<file path="src/rtl/alu_pkg.sv">
// Shared definitions for the bit-serial 4-bit ALU.
// Holds the operation encoding, the datapath width, the bit-counter width
// and the FSM state type/constants used by serial_alu4 and alu_slice.
package alu_pkg;

  localparam int unsigned ALU_W = 4;
  localparam int unsigned CNT_W = $clog2(ALU_W);

  // Operation select as presented on the aluctr port.
  typedef enum logic [1:0] {
    ALU_AND = 2'b00,
    ALU_OR  = 2'b01,
    ALU_ADD = 2'b10,
    ALU_SUB = 2'b11
  } alu_op_e;

  // Controller state encoding.
  typedef logic [1:0] state_t;
  localparam state_t ST_IDLE  = 2'd0;
  localparam state_t ST_SHIFT = 2'd1;
  localparam state_t ST_DONE  = 2'd2;

endpackage : alu_pkg

</file>
<file path="src/rtl/alu_slice.sv">
// One-bit ALU slice, purely combinational.
// Ports:
//   a, b    - operand bits
//   cin     - carry into this bit
//   aluctr  - operation select (alu_op_e)
//   d       - result bit
//   e       - carry out of this bit (0 for AND/OR)
module alu_slice
  import alu_pkg::*;
(
  input  logic    a,
  input  logic    b,
  input  logic    cin,
  input  alu_op_e aluctr,
  output logic    d,
  output logic    e
);

  logic b_eff;

  // Subtraction is addition of the inverted operand; the +1 comes from cin.
  assign b_eff = (aluctr == ALU_SUB) ? ~b : b;

  always_comb begin
    d = 1'b0;
    e = 1'b0;
    case (aluctr)
      ALU_AND: d = a & b;
      ALU_OR:  d = a | b;
      ALU_ADD,
      ALU_SUB: begin
        d = a ^ b_eff ^ cin;
        e = (a & b_eff) | (a & cin) | (b_eff & cin);
      end
      default: begin
        d = 1'b0;
        e = 1'b0;
      end
    endcase
  end

endmodule : alu_slice

</file>
<file path="src/rtl/serial_alu4.sv">
// Bit-serial 4-bit ALU (AND/OR/ADD/SUB), one operand bit per clock, LSB first.
// An accepted start latches a, b, c and aluctr; four SHIFT cycles follow,
// then a one-cycle DONE state publishes d/e and pulses done.
// Ports:
//   clk     - clock, rising edge
//   rst_n   - asynchronous active-low reset
//   start   - begin an operation (accepted in IDLE or DONE)
//   a, b    - operands; c - carry-in for bit 0; aluctr - operation select
//   busy    - high while shifting
//   done    - one-cycle pulse when d/e carry a new result
//   d, e    - last result and its carry-out
//   z       - (only with SERIAL_ALU_ZERO_FLAG_EN defined) 1 iff last d == 0
module serial_alu4
  import alu_pkg::*;
(
  input  logic             clk,
  input  logic             rst_n,
  input  logic             start,
  input  logic [ALU_W-1:0] a,
  input  logic [ALU_W-1:0] b,
  input  logic             c,
  input  logic [1:0]       aluctr,
  output logic             busy,
  output logic             done,
  output logic [ALU_W-1:0] d,
  output logic             e
`ifdef SERIAL_ALU_ZERO_FLAG_EN
  ,
  output logic             z
`endif
);

  state_t           state_q, state_d;
  logic [CNT_W-1:0] cnt_q, cnt_d;
  logic             carry_q, carry_d;
  logic [ALU_W-1:0] res_q, res_d;
  logic [ALU_W-1:0] a_q, a_d;
  logic [ALU_W-1:0] b_q, b_d;
  alu_op_e          op_q, op_d;
  logic [ALU_W-1:0] d_q, d_d;
  logic             e_q, e_d;
  logic             busy_q, busy_d;
  logic             done_q, done_d;
`ifdef SERIAL_ALU_ZERO_FLAG_EN
  logic             z_q, z_d;
`endif

  logic             slice_d, slice_e;
  logic [ALU_W-1:0] res_next;

  // Single shared slice; the counter picks which latched bit it sees.
  alu_slice u_slice (
    .a      (a_q[cnt_q]),
    .b      (b_q[cnt_q]),
    .cin    (carry_q),
    .aluctr (op_q),
    .d      (slice_d),
    .e      (slice_e)
  );

  // Result bits enter at the MSB and move down, so bit 0 lands at LSB after 4 shifts.
  assign res_next = {slice_d, res_q[ALU_W-1:1]};

  // Next-state and registered-output logic.
  always_comb begin
    state_d = state_q;
    cnt_d   = cnt_q;
    carry_d = carry_q;
    res_d   = res_q;
    a_d     = a_q;
    b_d     = b_q;
    op_d    = op_q;
    d_d     = d_q;
    e_d     = e_q;
    busy_d  = 1'b0;
    done_d  = 1'b0;
`ifdef SERIAL_ALU_ZERO_FLAG_EN
    z_d     = z_q;
`endif

    case (state_q)
      ST_IDLE,
      ST_DONE: begin
        if (start) begin
          a_d     = a;
          b_d     = b;
          op_d    = alu_op_e'(aluctr);
          carry_d = c;
          cnt_d   = '0;
          busy_d  = 1'b1;
          state_d = ST_SHIFT;
        end else begin
          state_d = ST_IDLE;
        end
      end

      ST_SHIFT: begin
        res_d   = res_next;
        carry_d = slice_e;
        cnt_d   = cnt_q + CNT_W'(1);
        if (cnt_q == CNT_W'(ALU_W - 1)) begin
          // Last bit: publish result and carry on the same edge.
          d_d     = res_next;
          e_d     = slice_e;
          done_d  = 1'b1;
          state_d = ST_DONE;
`ifdef SERIAL_ALU_ZERO_FLAG_EN
          z_d     = (res_next == '0);
`endif
        end else begin
          busy_d  = 1'b1;
        end
      end

      default: begin
        state_d = ST_IDLE;
      end
    endcase
  end

  // State and output registers.
  always_ff @(posedge clk or negedge rst_n) begin
    if (!rst_n) begin
      state_q <= ST_IDLE;
      cnt_q   <= '0;
      carry_q <= 1'b0;
      res_q   <= '0;
      a_q     <= '0;
      b_q     <= '0;
      op_q    <= ALU_AND;
      d_q     <= '0;
      e_q     <= 1'b0;
      busy_q  <= 1'b0;
      done_q  <= 1'b0;
`ifdef SERIAL_ALU_ZERO_FLAG_EN
      z_q     <= 1'b0;
`endif
    end else begin
      state_q <= state_d;
      cnt_q   <= cnt_d;
      carry_q <= carry_d;
      res_q   <= res_d;
      a_q     <= a_d;
      b_q     <= b_d;
      op_q    <= op_d;
      d_q     <= d_d;
      e_q     <= e_d;
      busy_q  <= busy_d;
      done_q  <= done_d;
`ifdef SERIAL_ALU_ZERO_FLAG_EN
      z_q     <= z_d;
`endif
    end
  end

  assign busy = busy_q;
  assign done = done_q;
  assign d    = d_q;
  assign e    = e_q;
`ifdef SERIAL_ALU_ZERO_FLAG_EN
  assign z    = z_q;
`endif

endmodule : serial_alu4
</file>
<file path="config.mk">
export PLATFORM = sky130hd
export DESIGN_NAME = serial_alu4
export DESIGN_NICKNAME = d
export VERILOG_FILES = /design/src/rtl/alu_pkg.sv /design/src/rtl/alu_slice.sv /design/src/rtl/serial_alu4.sv
export SDC_FILE = /design/constraint.sdc
export NUM_CORES = 1
export LEC_CHECK = 0
export CORE_MARGIN = 2
export CORE_UTILIZATION = 50
export CTS_CLUSTER_SIZE = 30
export DETAILED_ROUTE_END_ITERATION = 6
export HOLD_SLACK_MARGIN = 0.03
export PLACE_DENSITY = 0.77
export SLEW_MARGIN = 15
export SYNTH_ARGS = -nofsm -noshare
export SYNTH_HDL_FRONTEND = slang
export SYNTH_HIERARCHICAL = 1
export SYNTH_SLANG_ARGS = --single-unit
export TNS_END_PERCENT = 5
</file>
<file path="constraint.sdc">
create_clock -name clk -period 2.79 [get_ports clk]
set_input_delay 0.279 -clock clk [delete_from_list [all_inputs] [get_ports clk]]
set_output_delay 0.279 -clock clk [all_outputs]
set_load 0.02 [all_outputs]
</file>
## Yosys cells after proc, flatten, opt, wreduce, memory -nomap -nowiden

Cells that the tools add are included.

- Register bits: 26
- Input port bits: 14
- Logic and storage cells: 58

- $add $sub $neg: 1
- Order comparisons: 1
- Equality and inequality tests: 8
- Mux-type cells: 19
- Bitwise operators: 10
- Reductions and logical operators: 8

Operator list:

| kind | count |
|---|---|
| 1-bit 2-to-1 mux | 10 |
| 2-bit equality test, second input constant | 4 |
| 2-bit one-hot mux with 2 select lines | 2 |
| 2-bit AND reduction | 3 |
| 1-bit bitwise AND | 4 |
| 1-bit binary-select mux with 2-bit select | 2 |
| 2-bit by 1-bit equality test with 1-bit output, second input constant | 2 |
| 2-bit zero test | 2 |
| 2-bit 2-to-1 mux | 2 |
| 2-bit inequality test, second input constant | 2 |
| 1-bit one-hot mux with 2 select lines | 2 |
| 2-bit OR reduction | 2 |
| 2-bit by 3-bit < comparator with 1-bit output, second input constant | 1 |
| 1-bit bitwise OR | 3 |
| 1-bit one-hot mux with 3 select lines | 1 |
| 2-bit by 1-bit adder with 2-bit output, second input constant | 1 |
| 2-bit nonzero test | 1 |
| 1-bit bitwise XOR | 2 |
| 1-bit inverter | 1 |

## Depth between registers and ports, before layout

- Word-level depth: 9
- Mapped depth: 6

## Modules after synthesis

Netlist, hierarchy kept.

Modules (own cells, without submodules):

| module | times used | cells an instance | area an instance (µm²) |
|---|---|---|---|
| serial_alu4 | 1 | 63 | 1054.8 |
| alu_slice | 1 | 10 | 66.3 |

## Worst setup path before layout

Ideal clock, no wire load.

- Path type: register to register
- From: register cnt_q[0]
- To: register res_q[3]
- Arrival time: 1.954 ns
- Data required time: 2.665 ns
- Setup slack: 0.711 ns
- Stages on the path, launching flop included: 6
- Clock period less this slack: 2.079 ns
- Cell sequence: dfrtp_1 mux4_2 xor2_1 fa_1 o22ai_1 mux2_2

- Longest elaborated chain between the ends: 7

RTL lines:

| element | line | source |
|---|---|---|
| from (decl) | serial_alu4.sv:34 | `logic [CNT_W-1:0] cnt_q, cnt_d;` |
| from (signal assigned) | serial_alu4.sv:140 | `cnt_q <= cnt_d;` |
| 1-bit binary-select mux with 2-bit select | serial_alu4.sv:54 | `.b (b_q[cnt_q]),` |
| 1-bit 2-to-1 mux (implied by the code) | serial_alu4.sv:54 |  |
| 1-bit inverter | alu_slice.sv:22 | `assign b_eff = (aluctr == ALU_SUB) ? ~b : b;` |
| 1-bit 2-to-1 mux | alu_slice.sv:22 |  |
| 1-bit bitwise XOR (2 in series) | alu_slice.sv:32 | `d = a ^ b_eff ^ cin;` |
| 1-bit one-hot mux with 3 select lines (*) | alu_slice.sv:27 | `case (aluctr)` |
| named net slice_d | serial_alu4.sv:48 | `logic slice_d, slice_e;` |
| to (signal assigned) | serial_alu4.sv:142 | `res_q <= res_d;` |
| to (decl) | serial_alu4.sv:36 | `logic [ALU_W-1:0] res_q, res_d;` |

Mark *: on every way through the listed nets, which the timed path passes. The rest lies on a longest branch. The select of a mux whose other input is x is not followed.
A chain may end at the register's enable or synchronous reset.

## Worst setup path after layout

Ends and elaborated chain as after synthesis.

==> flow_results.xml <==
<?xml version="1.0" encoding="UTF-8"?>
<metrics>
  <group name="yosys">
    <metric name="synth-main-ff-cell" unit="">dfrtp_1</metric>
    <metric name="synth.top_cells.by_area" unit="">dfrtp_1 56%, mux2_2 14%, mux2_4 6.7%, mux4_2 4.0%, mux2i_1 2.7%</metric>
    <metric name="yosys_register_bits" unit="">25</metric>
    <metric name="area_share_of_the_largest_cell_type_after_synthesis" unit="%">55.8</metric>
    <metric name="yosysTopAreaCell" unit="">dfrtp_1</metric>
    <metric name="syn-num-nets" unit="">89</metric>
    <metric name="average_size_of_a_mapped_cell" unit="sq um">15.4</metric>
    <metric name="syn_area" unit="sq um">1120</metric>
    <metric name="synth.distinct_cells" unit="">22</metric>
    <metric name="synth_edf_count" unit="">0</metric>
    <metric name="ys_seq_area_share" unit="%">55.8</metric>
    <metric name="asyncSetResetFlopFracSynth" unit="%">100</metric>
    <metric name="synthesis.yosys.warnings" unit="">6</metric>
    <metric name="post_synthesis_instance_total" unit="">73</metric>
  </group>
  <group name="status">
    <metric name="status" unit="">completed</metric>
  </group>
  <group name="floorplanning">
    <metric name="overall_die_area" unit="sq um">2640</metric>
    <metric name="die_w" unit="um">51.4</metric>
    <metric name="die_height" unit="um">51.4</metric>
    <metric name="ios" unit="">21</metric>
    <metric name="standard_cell_core_area" unit="sq um">2170</metric>
    <metric name="rows" unit="">17</metric>
    <metric name="initial_util" unit="%">51.7</metric>
  </group>
  <group name="critical_path">
    <metric name="crit_path_start_kind" unit="">flop</metric>
    <metric name="regToRegStartpoint" unit="">cnt_q[0]</metric>
    <metric name="worstSetupEndpointType" unit="">flop</metric>
    <metric name="timing.critical_path.cells" unit="">mux4_2 -&gt; xor2_1 -&gt; fa_1 -&gt; o22ai_1 -&gt; mux2_2</metric>
    <metric name="timing.critical_path.arrival" unit="ns">2.40</metric>
    <metric name="cp_data_required_time" unit="ns">3.00</metric>
    <metric name="count_of_cells_along_the_worst_register_to_register_path" unit="">5</metric>
    <metric name="ff2ff_setup_slack" unit="ns">0.59</metric>
    <metric name="worst_path_max_delay_cell" unit="">mux4_2</metric>
    <metric name="cp_num_cells" unit="">5</metric>
    <metric name="rr_endpoint" unit="">res_q[3]</metric>
    <metric name="critPathTopFamily" unit="">multiplexers</metric>
    <metric name="critical_path.max_fanout" unit="">5</metric>
    <metric name="number_of_buffer_and_inverter_stages_on_the_critical_path" unit="">0</metric>
    <metric name="timing.setup.critical_path_class" unit="">reg -&gt; reg</metric>
    <metric name="timing.critical_path.slowest_cell_delay" unit="ns">0.56</metric>
  </group>
  <group name="routing">
    <metric name="via_total_after_detailed_routing" unit="">621</metric>
    <metric name="avgRoutedWirePerCell" unit="um">13.4</metric>
    <metric name="drt-vias-per-instance" unit="">5.05</metric>
    <metric name="detail_route.wirelength" unit="um">1650</metric>
    <metric name="ant_nets" unit="">0</metric>
    <metric name="drtPass1Iterations" unit="">4</metric>
    <metric name="detailedRoute.firstIterationViolations" unit="">3</metric>
    <metric name="route.detailed.drc" unit="">0</metric>
  </group>
  <group name="clock_network">
    <metric name="tritoncts.num_buffers" unit="">3</metric>
    <metric name="clock_path_buffers" unit="">2</metric>
    <metric name="post-cts-setup-buffer-count" unit="">0</metric>
    <metric name="cts.hold.buffers_added" unit="">0</metric>
    <metric name="cts_tree" unit="">built</metric>
    <metric name="clkSinkCount" unit="">25</metric>
    <metric name="clk_pin_slew_worst_paths" unit="ns">0.13</metric>
    <metric name="post_cts.resized_instances" unit="">0</metric>
    <metric name="clockRootBuffer" unit="">clkbuf_4</metric>
    <metric name="insertion_delay" unit="ns">0.30</metric>
    <metric name="ctsHtreeMaxLevel" unit="">1</metric>
  </group>
  <group name="hold_path">
    <metric name="hp-class" unit="">in -&gt; async</metric>
  </group>
  <group name="sta">
    <metric name="final_critical_path_required_period" unit="ns">2.20</metric>
    <metric name="grt_setup_unrepaired" unit="">false</metric>
    <metric name="timing_max_transition_violations_final" unit="">0</metric>
    <metric name="setup-tns-final" unit="ns">0</metric>
    <metric name="final.setup_skew" unit="ns">0.00348</metric>
    <metric name="hold_viol" unit="">0</metric>
    <metric name="setup_viol" unit="">0</metric>
    <metric name="max_freq" unit="GHz">0.455</metric>
    <metric name="max_slew.worst_pin.slew" unit="ns">0.522</metric>
    <metric name="layout_worst_path_cycle_share" unit="%">78.7</metric>
    <metric name="slew_headroom" unit="%">65.0</metric>
  </group>
  <group name="final_layout">
    <metric name="most_common_cell_after_layout_fill_and_taps_aside" unit="">dfrtp_1</metric>
    <metric name="diodes" unit="">0</metric>
    <metric name="final_cell_mix" unit="">25 x dfrtp_1, 20 x clkdlybuf4s50_1, 14 x mux2_2, 5 x mux2_4</metric>
    <metric name="area_overhead_vs_synth" unit="%">21.3</metric>
    <metric name="post_route_cells_drive_above_1_share" unit="%">28.4</metric>
    <metric name="finalNonFillerCells" unit="">123</metric>
    <metric name="nNetsFinal" unit="">112</metric>
  </group>
  <group name="placement">
    <metric name="dp_hpwl" unit="um">1240</metric>
    <metric name="quantity_of_i_o_buffers_inserted_on_ports" unit="">20</metric>
    <metric name="gp_congestion" unit="">0.736</metric>
    <metric name="place_inst" unit="">119</metric>
  </group>
  <group name="grt">
    <metric name="antenna_violations_before_repair" unit="">0</metric>
    <metric name="grt_resource_usage_total" unit="%">16.2</metric>
    <metric name="globalRoute.totalOverflow" unit="">0</metric>
    <metric name="global_route_wire_length_before_repair" unit="um">3110</metric>
    <metric name="grt_start_max_net_pins" unit="">26</metric>
    <metric name="number_of_global_route_vias_before_repair" unit="">685</metric>
  </group>
  <group name="power">
    <metric name="p_leak" unit="nW">0.593</metric>
    <metric name="power.ir.vdd_worst" unit="mV">0.609</metric>
    <metric name="p_per_area" unit="nW/um^2">1140</metric>
  </group>
  <group name="job">
    <metric name="maximum_capacitance_violations" unit="">0</metric>
  </group>
</metrics>
==> sequential cells by signal (all words and copies together), names as in the netlist <==
register and flops:
e 1, done 1, busy 1, cnt_q 2, b_q 4, op_q 2, res_q 3, a_q 4
carry_q 1, state_q 2, d 4
==> metrics by stage <==
step / setup WS [ns] / total power (W) / utilization, % / instance area, sq um / hold slack, ns
floorplan: 0.711 / 0.00122 / - / 1120 / -0.0166
global placement: 0.674 / 0.00137 / 61.5 / 1330 / 0.483
detailed placement: 0.606 / 0.00141 / 61.5 / 1330 / 0.492
CTS: 0.587 / 0.00157 / 62.7 / 1360 / 0.313
global route: 0.481 / 0.00169 / 62.7 / 1360 / 0.311
finish: 0.593 / 0.00154 / 62.7 / 1360 / 0.316
==> cells in the mapped netlist (2+ instances only) <==
cell type	instances
o21bai_1	3
mux2_4	5
dfrtp_1	25
mux2_2	14
inv_1	3
a22o_1	2
nor2_1	2
mux2i_1	3
buf_6	2
mux4_2	2
==> layer usage <==
| layer | GRT usage [%] | part of all wire [%] |
|---|---|---|
| met2 | 27.1 | 50 |
| met4 | 5.26 | 0 |
| met5 | 0 | 0 |
| met3 | 4.09 | 6.1 |
| met1 | 20.6 | 44 |
==> layout make-up <==
| class | count | area [sq um] |
|---|---|---|
| Inverter | 3 | 11.3 |
| Clock buffer | 4 | 26.3 |
| Tap cell | 28 | 35.0 |
| Timing Repair Buffer | 21 | 208 |
| Sequential cell | 25 | 626 |
| Fill cell | 183 | 810 |
| Multi-Input combinational cell | 42 | 454 |
==> worst max path at each step <==
stage                  start       end
floorplan           cnt_q[0]  res_q[3]
global placement    cnt_q[0]  res_q[3]
detailed placement  cnt_q[0]  res_q[3]
CTS                 cnt_q[0]  res_q[3]
global route        cnt_q[0]  res_q[3]
finish              cnt_q[0]  res_q[3]
==> power by group <==
| part | internal [W] | switching (W) | total (W) |
|---|---|---|---|
| logic | 0.000434 | 0.000292 | 0.000726 |
| clock network | 0.0000557 | 0.0000978 | 0.000154 |
| registers | 0.000537 | 0.000128 | 0.000665 |
==> kinds of logic (layout without fill, tap and decap cells) <==
logic type,Yosys count,in the layout,synth area share [%]
adders and majority gates,2,2,2.90
AOI/OAI and AO/OA,7,7,4.58
and+or+nand+nor,7,7,4.02
xor gates and xnor gates,2,2,1.56
buffers and inverters,6,28,3.68
muxes,24,24,27.5
DFF,25,25,55.8
(Power assumes the default switching activity.)
